===== src/rtl/fsk2_tx_sched_if.sv =====
// Requester and transmitter signals of the 2FSK transmit scheduler.
// The master side is the environment (requesters and transmitter); the slave side is the scheduler.
interface fsk2_tx_sched_if #(
  parameter int NUM_REQ = 4,
  parameter int PTR_W   = 3
);
  logic                  en;
  logic [NUM_REQ-1:0]    req;
  logic [16*NUM_REQ-1:0] req_data;
  logic [NUM_REQ-1:0]    ack;
  logic [15:0]           tx_data;
  logic                  tx_start;
  logic                  tx_busy;
  logic [PTR_W-1:0]      active_id;
  logic                  frame_done;
  logic                  err_timeout;
  logic                  sched_busy;

  modport master (
    output en, req, req_data, tx_busy,
    input  ack, tx_data, tx_start, active_id, frame_done, err_timeout, sched_busy
  );

  modport slave (
    input  en, req, req_data, tx_busy,
    output ack, tx_data, tx_start, active_id, frame_done, err_timeout, sched_busy
  );
endinterface


===== src/rtl/fsk2_tx_sched.sv =====
// Round-robin arbiter that hands one shared 2FSK transmitter to NUM_REQ requesters,
// one 16-bit frame at a time, with a start-timeout and an idle guard gap between frames.
module fsk2_tx_sched #(
  parameter int NUM_REQ       = 4,
  parameter int GAP_CLKS      = 100,
  parameter int START_TIMEOUT = 200,
  parameter int PTR_W         = 3
) (
  input logic            sys_clk,
  input logic            sys_rst,
  fsk2_tx_sched_if.slave bus
);

  localparam int TMR_MAX = (GAP_CLKS > START_TIMEOUT) ? GAP_CLKS : START_TIMEOUT;
  localparam int TMR_W   = (TMR_MAX < 1) ? 1 : $clog2(TMR_MAX + 1);
  localparam logic [TMR_W-1:0] WAIT_LAST = TMR_W'(START_TIMEOUT - 1);
  localparam logic [TMR_W-1:0] GAP_LAST  = TMR_W'((GAP_CLKS > 0) ? GAP_CLKS - 1 : 0);

  typedef enum logic [2:0] {IDLE, START, WAIT_BUSY, SEND, GAP} state_t;

  state_t             state;
  logic [PTR_W-1:0]   rr_ptr;
  logic [TMR_W-1:0]   timer;
  logic [NUM_REQ-1:0] ack_r;
  logic [15:0]        tx_data_r;
  logic               tx_start_r;
  logic [PTR_W-1:0]   active_id_r;
  logic               frame_done_r;
  logic               err_timeout_r;
  logic               sched_busy_r;

  logic               grant_hit;
  logic [PTR_W-1:0]   grant_idx;
  logic [15:0]        grant_word;
  logic [PTR_W-1:0]   ptr_next;

  // Two passes give the rotating priority: first requesters at or above rr_ptr,
  // then (only if none found) the ones below it.
  always_comb begin
    grant_hit  = 1'b0;
    grant_idx  = '0;
    grant_word = '0;
    for (int i = 0; i < NUM_REQ; i++) begin
      if (!grant_hit && bus.req[i] && (PTR_W'(i) >= rr_ptr)) begin
        grant_hit  = 1'b1;
        grant_idx  = PTR_W'(i);
        grant_word = bus.req_data[16*i +: 16];
      end
    end
    for (int i = 0; i < NUM_REQ; i++) begin
      if (!grant_hit && bus.req[i]) begin
        grant_hit  = 1'b1;
        grant_idx  = PTR_W'(i);
        grant_word = bus.req_data[16*i +: 16];
      end
    end
  end

  assign ptr_next = (grant_idx == PTR_W'(NUM_REQ - 1)) ? '0 : grant_idx + PTR_W'(1);

  always_ff @(posedge sys_clk) begin
    if (sys_rst) begin
      state         <= IDLE;
      rr_ptr        <= '0;
      timer         <= '0;
      ack_r         <= '0;
      tx_data_r     <= '0;
      tx_start_r    <= 1'b0;
      active_id_r   <= '0;
      frame_done_r  <= 1'b0;
      err_timeout_r <= 1'b0;
      sched_busy_r  <= 1'b0;
    end else begin
      ack_r         <= '0;
      tx_start_r    <= 1'b0;
      frame_done_r  <= 1'b0;
      err_timeout_r <= 1'b0;
      case (state)
        IDLE: begin
          if (bus.en && grant_hit) begin
            tx_data_r    <= grant_word;
            ack_r        <= NUM_REQ'(1) << grant_idx;
            active_id_r  <= grant_idx;
            rr_ptr       <= ptr_next;
            sched_busy_r <= 1'b1;
            state        <= START;
          end
        end
        START: begin
          tx_start_r <= 1'b1;
          timer      <= '0;
          state      <= WAIT_BUSY;
        end
        WAIT_BUSY: begin
          if (bus.tx_busy) begin
            state <= SEND;
          end else if (timer == WAIT_LAST) begin
            err_timeout_r <= 1'b1;
            timer         <= '0;
            state         <= GAP;
          end else begin
            timer <= timer + TMR_W'(1);
          end
        end
        SEND: begin
          if (!bus.tx_busy) begin
            frame_done_r <= 1'b1;
            timer        <= '0;
            state        <= GAP;
          end
        end
        GAP: begin
          if ((GAP_CLKS == 0) || (timer == GAP_LAST)) begin
            sched_busy_r <= 1'b0;
            state        <= IDLE;
          end else begin
            timer <= timer + TMR_W'(1);
          end
        end
        default: begin
          sched_busy_r <= 1'b0;
          state        <= IDLE;
        end
      endcase
    end
  end

  assign bus.ack         = ack_r;
  assign bus.tx_data     = tx_data_r;
  assign bus.tx_start    = tx_start_r;
  assign bus.active_id   = active_id_r;
  assign bus.frame_done  = frame_done_r;
  assign bus.err_timeout = err_timeout_r;
  assign bus.sched_busy  = sched_busy_r;

endmodule


===== src/flat_wrapper.sv =====
// flat-port wrapper written by rule: the top's interface ports become plain ports
module fsk2_tx_sched_flat 
#(
  parameter int NUM_REQ       = 4,
  parameter int GAP_CLKS      = 100,
  parameter int START_TIMEOUT = 200,
  parameter int PTR_W         = 3
)
  (sys_clk, sys_rst, bus_en, bus_req, bus_req_data, bus_tx_busy, bus_ack, bus_tx_data, bus_tx_start, bus_active_id, bus_frame_done, bus_err_timeout, bus_sched_busy);
  fsk2_tx_sched_if #(.NUM_REQ(NUM_REQ), .PTR_W(PTR_W)) bus_i ();
  input logic sys_clk;
  input logic sys_rst;
  input wire logic [$bits(bus_i.en)-1:0] bus_en;
  input wire logic [$bits(bus_i.req)-1:0] bus_req;
  input wire logic [$bits(bus_i.req_data)-1:0] bus_req_data;
  input wire logic [$bits(bus_i.tx_busy)-1:0] bus_tx_busy;
  output wire logic [$bits(bus_i.ack)-1:0] bus_ack;
  output wire logic [$bits(bus_i.tx_data)-1:0] bus_tx_data;
  output wire logic [$bits(bus_i.tx_start)-1:0] bus_tx_start;
  output wire logic [$bits(bus_i.active_id)-1:0] bus_active_id;
  output wire logic [$bits(bus_i.frame_done)-1:0] bus_frame_done;
  output wire logic [$bits(bus_i.err_timeout)-1:0] bus_err_timeout;
  output wire logic [$bits(bus_i.sched_busy)-1:0] bus_sched_busy;
  assign bus_i.en = bus_en;
  assign bus_i.req = bus_req;
  assign bus_i.req_data = bus_req_data;
  assign bus_i.tx_busy = bus_tx_busy;
  assign bus_ack = bus_i.ack;
  assign bus_tx_data = bus_i.tx_data;
  assign bus_tx_start = bus_i.tx_start;
  assign bus_active_id = bus_i.active_id;
  assign bus_frame_done = bus_i.frame_done;
  assign bus_err_timeout = bus_i.err_timeout;
  assign bus_sched_busy = bus_i.sched_busy;
  fsk2_tx_sched #(.NUM_REQ(NUM_REQ), .GAP_CLKS(GAP_CLKS), .START_TIMEOUT(START_TIMEOUT), .PTR_W(PTR_W)) u_core (.sys_clk(sys_clk), .sys_rst(sys_rst), .bus(bus_i));
endmodule

===== config.mk =====
export PLATFORM = sky130hd
export DESIGN_NAME = fsk2_tx_sched_flat
export DESIGN_NICKNAME = d
export VERILOG_FILES = /design/src/rtl/fsk2_tx_sched_if.sv /design/src/rtl/fsk2_tx_sched.sv /design/src/flat_wrapper.sv
export SDC_FILE = /design/constraint.sdc
export NUM_CORES = 1
export LEC_CHECK = 0
export ABC_AREA = 1
export BUFFER_PORTS_ARGS = -buffer_cell sky130_fd_sc_hd__buf_2
export CAP_MARGIN = 10
export CORE_UTILIZATION = 55
export CTS_CLUSTER_DIAMETER = 60
export DETAILED_ROUTE_END_ITERATION = 7
export PLACE_DENSITY = 0.91
export REMOVE_ABC_BUFFERS = 1
export SETUP_SLACK_MARGIN = 0.3
export SLEW_MARGIN = 20
export SYNTH_ARGS = -nofsm -noshare
export SYNTH_HDL_FRONTEND = slang
export SYNTH_SLANG_ARGS = --single-unit
export TNS_END_PERCENT = 5

===== constraint.sdc =====
create_clock -name sys_clk -period 3 [get_ports sys_clk]
set_clock_uncertainty 0.2 [all_clocks]
set_input_delay 0.15 -clock sys_clk [delete_from_list [all_inputs] [get_ports sys_clk]]
set_output_delay 0.15 -clock sys_clk [all_outputs]
set_load 0.05 [all_outputs]

==> results of run 1 <==
path summary, 6_finish.rpt:
path / start / to / slack, ns / cells after the start
worst max-delay path: u_core.rr_ptr[1]$_SDFFE_PP0P_ / u_core.rr_ptr[1]$_SDFFE_PP0P_ / 0.44 / 9
worst min-delay path: bus_req_data[27] / u_core.bus.tx_data[11]$_SDFFE_PP0P_ / 0.03 / 5
worst max register to register: u_core.rr_ptr[1]$_SDFFE_PP0P_ / u_core.rr_ptr[1]$_SDFFE_PP0P_ / 0.44 / 9
worst min register to register: u_core.bus.tx_data[6]$_SDFFE_PP0P_ / u_core.bus.tx_data[6]$_SDFFE_PP0P_ / 0.26 / 2
flip-flops by register name (all words and copies together) (netlist names):
signal / flops
u_core.bus.tx_data: 16
u_core.timer: 8
u_core.state: 3
u_core.bus.ack: 4
u_core.bus.tx_start: 1
u_core.bus.sched_busy: 1
u_core.rr_ptr: 2
u_core.bus.active_id: 2
u_core.bus.frame_done: 1
u_core.bus.err_timeout: 1
cell usage after synthesis:
cell type and n:
inv_2 6, nand4_2 1, ha_1 2, nor2_2 2, nand3_2 3, o211ai_1 1, inv_1 50, o21ai_1 6
or2_1 1, a21oi_2 1, o21ai_2 1, nor2_4 2, nand2_1 128, nand3_4 1, a21oi_1 29, nand4_1 33
a31o_2 1, buf_4 6, clkinv_2 1, o21ai_0 2, nand2_4 1, buf_2 9, nand3_1 47, xor2_1 4
nand2_2 5, nand3b_1 1, conb_1 1, clkinv_1 1, nor3_1 8, buf_6 2, nor2_1 81, o31ai_1 1
clkbuf_1 7, dfxtp_1 39
where the power goes:
part	total (µW)	switching [µW]	internal, µW	leakage, µW
Clock	446	199	248	0.0000581
Sequential	676	55.1	621	0.000318
Combinational	1320	962	362	0.00143
Total	2450	1220	1230	0.00180
layer usage:
layer  vias to the layer above  global-route usage [%]
li1                       1723                       -
met1                      1520                    43.1
met2                       212                    52.7
met3                        21                    6.50
met4                         0                    12.0
met5                         -                       0
repair_timing:
item                                    4_1_cts  5_1_grt
endpoints found under the setup margin        0       16
buffers inserted                              0        3
hold endpoints to repair                      1        0
hold buffers                                  1        0
critical path, cell delays in order (launching register included):
cell     delay (ns)
dfxtp_1        0.37
nor2_1         0.06
nand2_2        0.36
inv_2          0.27
nor2_4         0.38
nand3_1        0.18
nand3_1        0.19
ha_1           0.26
o21ai_1        0.13
a21oi_1        0.05
stage by stage:
stage	worst slack [ns]	instance area, µm²
6_report	0.439	3440
5_1_grt	0.298	3440
4_1_cts	0.478	3420
3_5_place_dp	0.499	3300
3_3_place_gp	0.598	3300
2_1_floorplan	0.818	2710
logic make-up after synthesis:
group           count (synthesis)  share of synthesized area, %
xor+xnor                        4                          1.23
other cells                     1                         0.132
compound gates                 42                          7.96
flops                          39                          27.4
fa+ha+maj                       2                         0.879
buf+inv                        82                          12.6
simple gates                  314                          49.8
layout by cell type (no fill, tap or decap), drive strengths merged:
cell and instances:
buf 103, a21oi 30, or2 1, o211ai 1, dlygate4sd3 1, clkinv 4, inv 56, bufinv 1
nand2 134, xor2 4, clkbuf 5, nor2 85, nor3 8, conb 1, o21ai 9, nand4 34
nand3b 1, o31ai 1, ha 2, nand3 51, a31o 1, dfxtp 39
cell type report:
type / instances / area (µm²)
clock buffer: 5 / 68.8
fill: 425 / 1400
multi-input combinational: 363 / 1710
tap: 67 / 83.8
sequential: 39 / 781
inverter: 58 / 219
clock inverter: 3 / 43.8
timing repair buffer: 104 / 541
==> flow_summary.yaml, run 1 <==
sta:
  setup_viol: 0
  period_minus_slack_ns: 2.56
  finalHoldViolCount: 0
  grt_setup_unrepaired: "true"
  timing.fmax_mhz: 390
  setup-tns-final_ns: 0
  max_slew_margin_pct: 59.2
  hold_slack_ns: 0.0273
  post-route-period-util_pct: 85.4
  slew_violations: 0
  worstMarginPinSlew_ns: 0.609
floorplan:
  fp.dieArea_um2: 5470
  start_util_pct: 58.7
  io_pins: 99
  num_rows: 25
  fp.coreArea_um2: 4850
  die_w_um: 73.9
  dieHeight_um: 73.9
worst_setup_path:
  required_ns: 2.99
  cp-start-kind: "register"
  cp.arrival_ns: 2.55
  path_max_fanout: 21
  crit_type: "reg -> reg"
  end_kind: "register"
clocking:
  cts-root-buf: "clkbuf_8"
  cts.sinks: 39
  clock_latency_ns: 0.30
  ctsResizeCount: 0
  cts_tree: "done"
  clockBufferDepth: 2
  clkSlewWorstSetupHoldPaths_ns: 0.08
  cts_made_buffers: 5
  cts_htree_levels: 2
detailed_routing:
  drtAntennaViolNets: 0
  wire_per_inst_um: 13.4
  drtIter0Drc: 468
  via_per_inst: 5.44
  vias: 3476
  wirelength_um: 8560
  top_layer: "met4"
  post-route-drc-count: 0
  dr_wl_met3_um: 776
  dr_wl_met2_um: 3950
  m1WireLength_um: 3670
  first_pass_iters: 6
finish:
  final_util_pct: 71.0
  syn_to_final_growth_pct: 21.0
  fin_nets: 645
  final_cells: 639
  antenna_cells: 0
  drive_above_1_share_pct: 23.8
global_routing:
  antenna_found_initial: 0
  track_usage_pct: 32.6
  grt_pass1_vias: 3143
  grt-ovfl-total: 0
  grt_first_pass_wirelength_um: 14000
  grt_max_degree: 30
run:
  cap_violations: 0
yosys:
  netlist.area_leader.share_pct: 27.4
  avgSynthCellArea_um2: 5.88
  synth_largest_area_cell: "dfxtp_1"
  synth_area_leaders: "dfxtp_1 (27%), nand2_1 (17%), nor2_1 (11%)"
  yosysWarnings: 0
  ys_ff_latch: 39
  ys_types: 34
  ys_seq_area_share_pct: 27.4
  syn_inst: 484
  syn-cell-area_um2: 2850
pwr:
  p_leak_uw: 0.00180
  ir_worst_vdd_mv: 0.465
  power_density_nw_per_um2: 710
  p_total_uw: 2450
min_path:
  min_path_type: "in -> reg"
placed_design:
  dp_cells: 627
  gp_congestion: 0.943
  hpwl_um: 5870
  port_buffers: 97
outcome:
  status: "finished, final reports clean"
Power figures use the tool's default switching activity.
==> inputs of run 2 (changes only) <==
CORE_ASPECT_RATIO = 1.2   (was unset)
SLEW_MARGIN = 15   (was 20)
==> run 2 against run 1 <==
Against the previous run:
- via count is 3.7% higher
- global-route usage is 0.69 points higher
- core utilization is 1.7 points lower
- final area is 0.51% lower
- non-clock buffer count is 3 higher
- routed wire length is 3.9% higher
- first-iteration DRC count is 26% lower
- worst hold slack better by 0.0078 ns
- die area hardly changed
- maximum frequency is 5.3% higher
- critical endpoint unchanged
==> flow_summary.yaml, run 2 (synthesis results as in run 1) <==
run:
  cap_violations: 0
sta:
  period_minus_slack_ns: 2.43
  timing.fmax_mhz: 411
  post-route-period-util_pct: 81.1
  slew_violations: 0
  setup_viol: 0
  worstMarginPinSlew_ns: 0.549
  finalHoldViolCount: 0
  setup-tns-final_ns: 0
  max_slew_margin_pct: 63.4
  grt_setup_unrepaired: "false"
detailed_routing:
  via_per_inst: 5.68
  vias: 3606
  first_pass_iters: 5
  drtAntennaViolNets: 0
  drtIter0Drc: 346
  post-route-drc-count: 0
  wirelength_um: 8900
  wire_per_inst_um: 14.0
worst_setup_path:
  end_kind: "register"
  required_ns: 2.98
  cp.arrival_ns: 2.41
  cp-start-kind: "register"
  crit_type: "reg -> reg"
  path_max_fanout: 17
finish:
  antenna_cells: 0
  seq_area_um2: 781
  final_cell_area_um2: 3430
  fin_nets: 648
  final_cell_mix: "nand2_1 (128), buf_2 (97), nor2_1 (81)"
  multi_input_area_um2: 1710
  drive_above_1_share_pct: 23.8
  syn_to_final_growth_pct: 20.4
  fill_cells: 447
  final_common_cell: "nand2_1"
  largest_register_ff_count: 16
global_routing:
  grt_pass1_vias: 3303
  grt-ovfl-total: 0
  antenna_found_initial: 0
  grt_max_degree: 30
  grt_first_pass_wirelength_um: 14000
  track_usage_pct: 33.3
clocking:
  cts_tree: "done"
  clock_latency_ns: 0.30
  cts_made_buffers: 5
  clockBufferDepth: 2
  clkSlewWorstSetupHoldPaths_ns: 0.08
  cts.sinks: 39
  cts-root-buf: "clkbuf_8"
  cts_htree_levels: 2
floorplan:
  start_util_pct: 57.6
  num_rows: 28
  fp.coreArea_um2: 4940
  fp.dieArea_um2: 5470
  dieHeight_um: 80.8
  io_pins: 99
  die_w_um: 67.7
placed_design:
  placed_cell_area_um2: 3310
  port_buffers: 97
  gp_congestion: 0.881
  hpwl_um: 6150
pwr:
  ir_worst_vdd_mv: 0.493
  p_leak_uw: 0.00180
  power_density_nw_per_um2: 691
min_path:
  min_path_type: "in -> reg"
outcome:
  status: "finished, final reports clean"
run 2: metrics by stage:
| step | setup slack (ns) | total power [µW] | instances | hold slack [ns] | util (%) |
|---|---|---|---|---|---|
| floorplan | 0.818 | 1640 | 460 | 0.0124 | - |
| global placement | 0.583 | 1970 | 622 | 0.186 | 66.9 |
| detailed placement | 0.500 | 1990 | 622 | 0.197 | 66.9 |
| CTS | 0.460 | 2340 | 631 | 0.0405 | 68.8 |
| global route | 0.312 | 2530 | 635 | 0.0675 | 69.4 |
| finish | 0.568 | 2370 | 635 | 0.0351 | 69.4 |
run 2: cell type report:
class | count | area share, %
Multi-Input combinational cell | 363 | 49.8
Inverter | 58 | 6.39
Clock inverter | 1 | 0.146
Tap cell | 60 | 2.19
Sequential cell | 39 | 22.8
Timing Repair Buffer | 107 | 16.4
Clock buffer | 7 | 2.23
run 2: path summary, 6_finish.rpt:
check                                                          from                                   to  slack, ns  depth (start not counted)
worst min register to register  u_core.bus.tx_data[10]$_SDFFE_PP0P_  u_core.bus.tx_data[10]$_SDFFE_PP0P_       0.26                          2
worst max register to register        u_core.rr_ptr[1]$_SDFFE_PP0P_        u_core.rr_ptr[1]$_SDFFE_PP0P_       0.57                          9
worst max-delay path                  u_core.rr_ptr[1]$_SDFFE_PP0P_        u_core.rr_ptr[1]$_SDFFE_PP0P_       0.57                          9
worst min-delay path                               bus_req_data[21]   u_core.bus.tx_data[5]$_SDFFE_PP0P_       0.04                          5
run 2: repair_timing:
item                       CTS  global route
setup buffers                0             4
hold buffers                 1             0
setup endpoints to repair    0            24
hold endpoints to repair     1             0
gates resized for setup      0             0
run 2: power breakdown:
part	switching (µW)	internal (µW)
clock	188	163
combinational	967	364
sequential	63.0	621
run 2: routing by layer:
metal | vias up | routed length (µm) | global-route usage, %
li1 | 1739 | - | -
met4 | 0 | 228 | 15.3
met5 | - | 0 | 0
met2 | 203 | 4580 | 62.9
met1 | 1634 | 3340 | 34.5
met3 | 30 | 740 | 5.62
run 2: critical path, stage by stage, from the launching register on:
cell     delay, ns
dfxtp_1       0.37
nor2_1        0.07
nand2_2       0.19
inv_2         0.22
nor2_4        0.39
nand3_1       0.19
nand3_1       0.21
ha_1          0.27
o21ai_1       0.15
a21oi_1       0.06
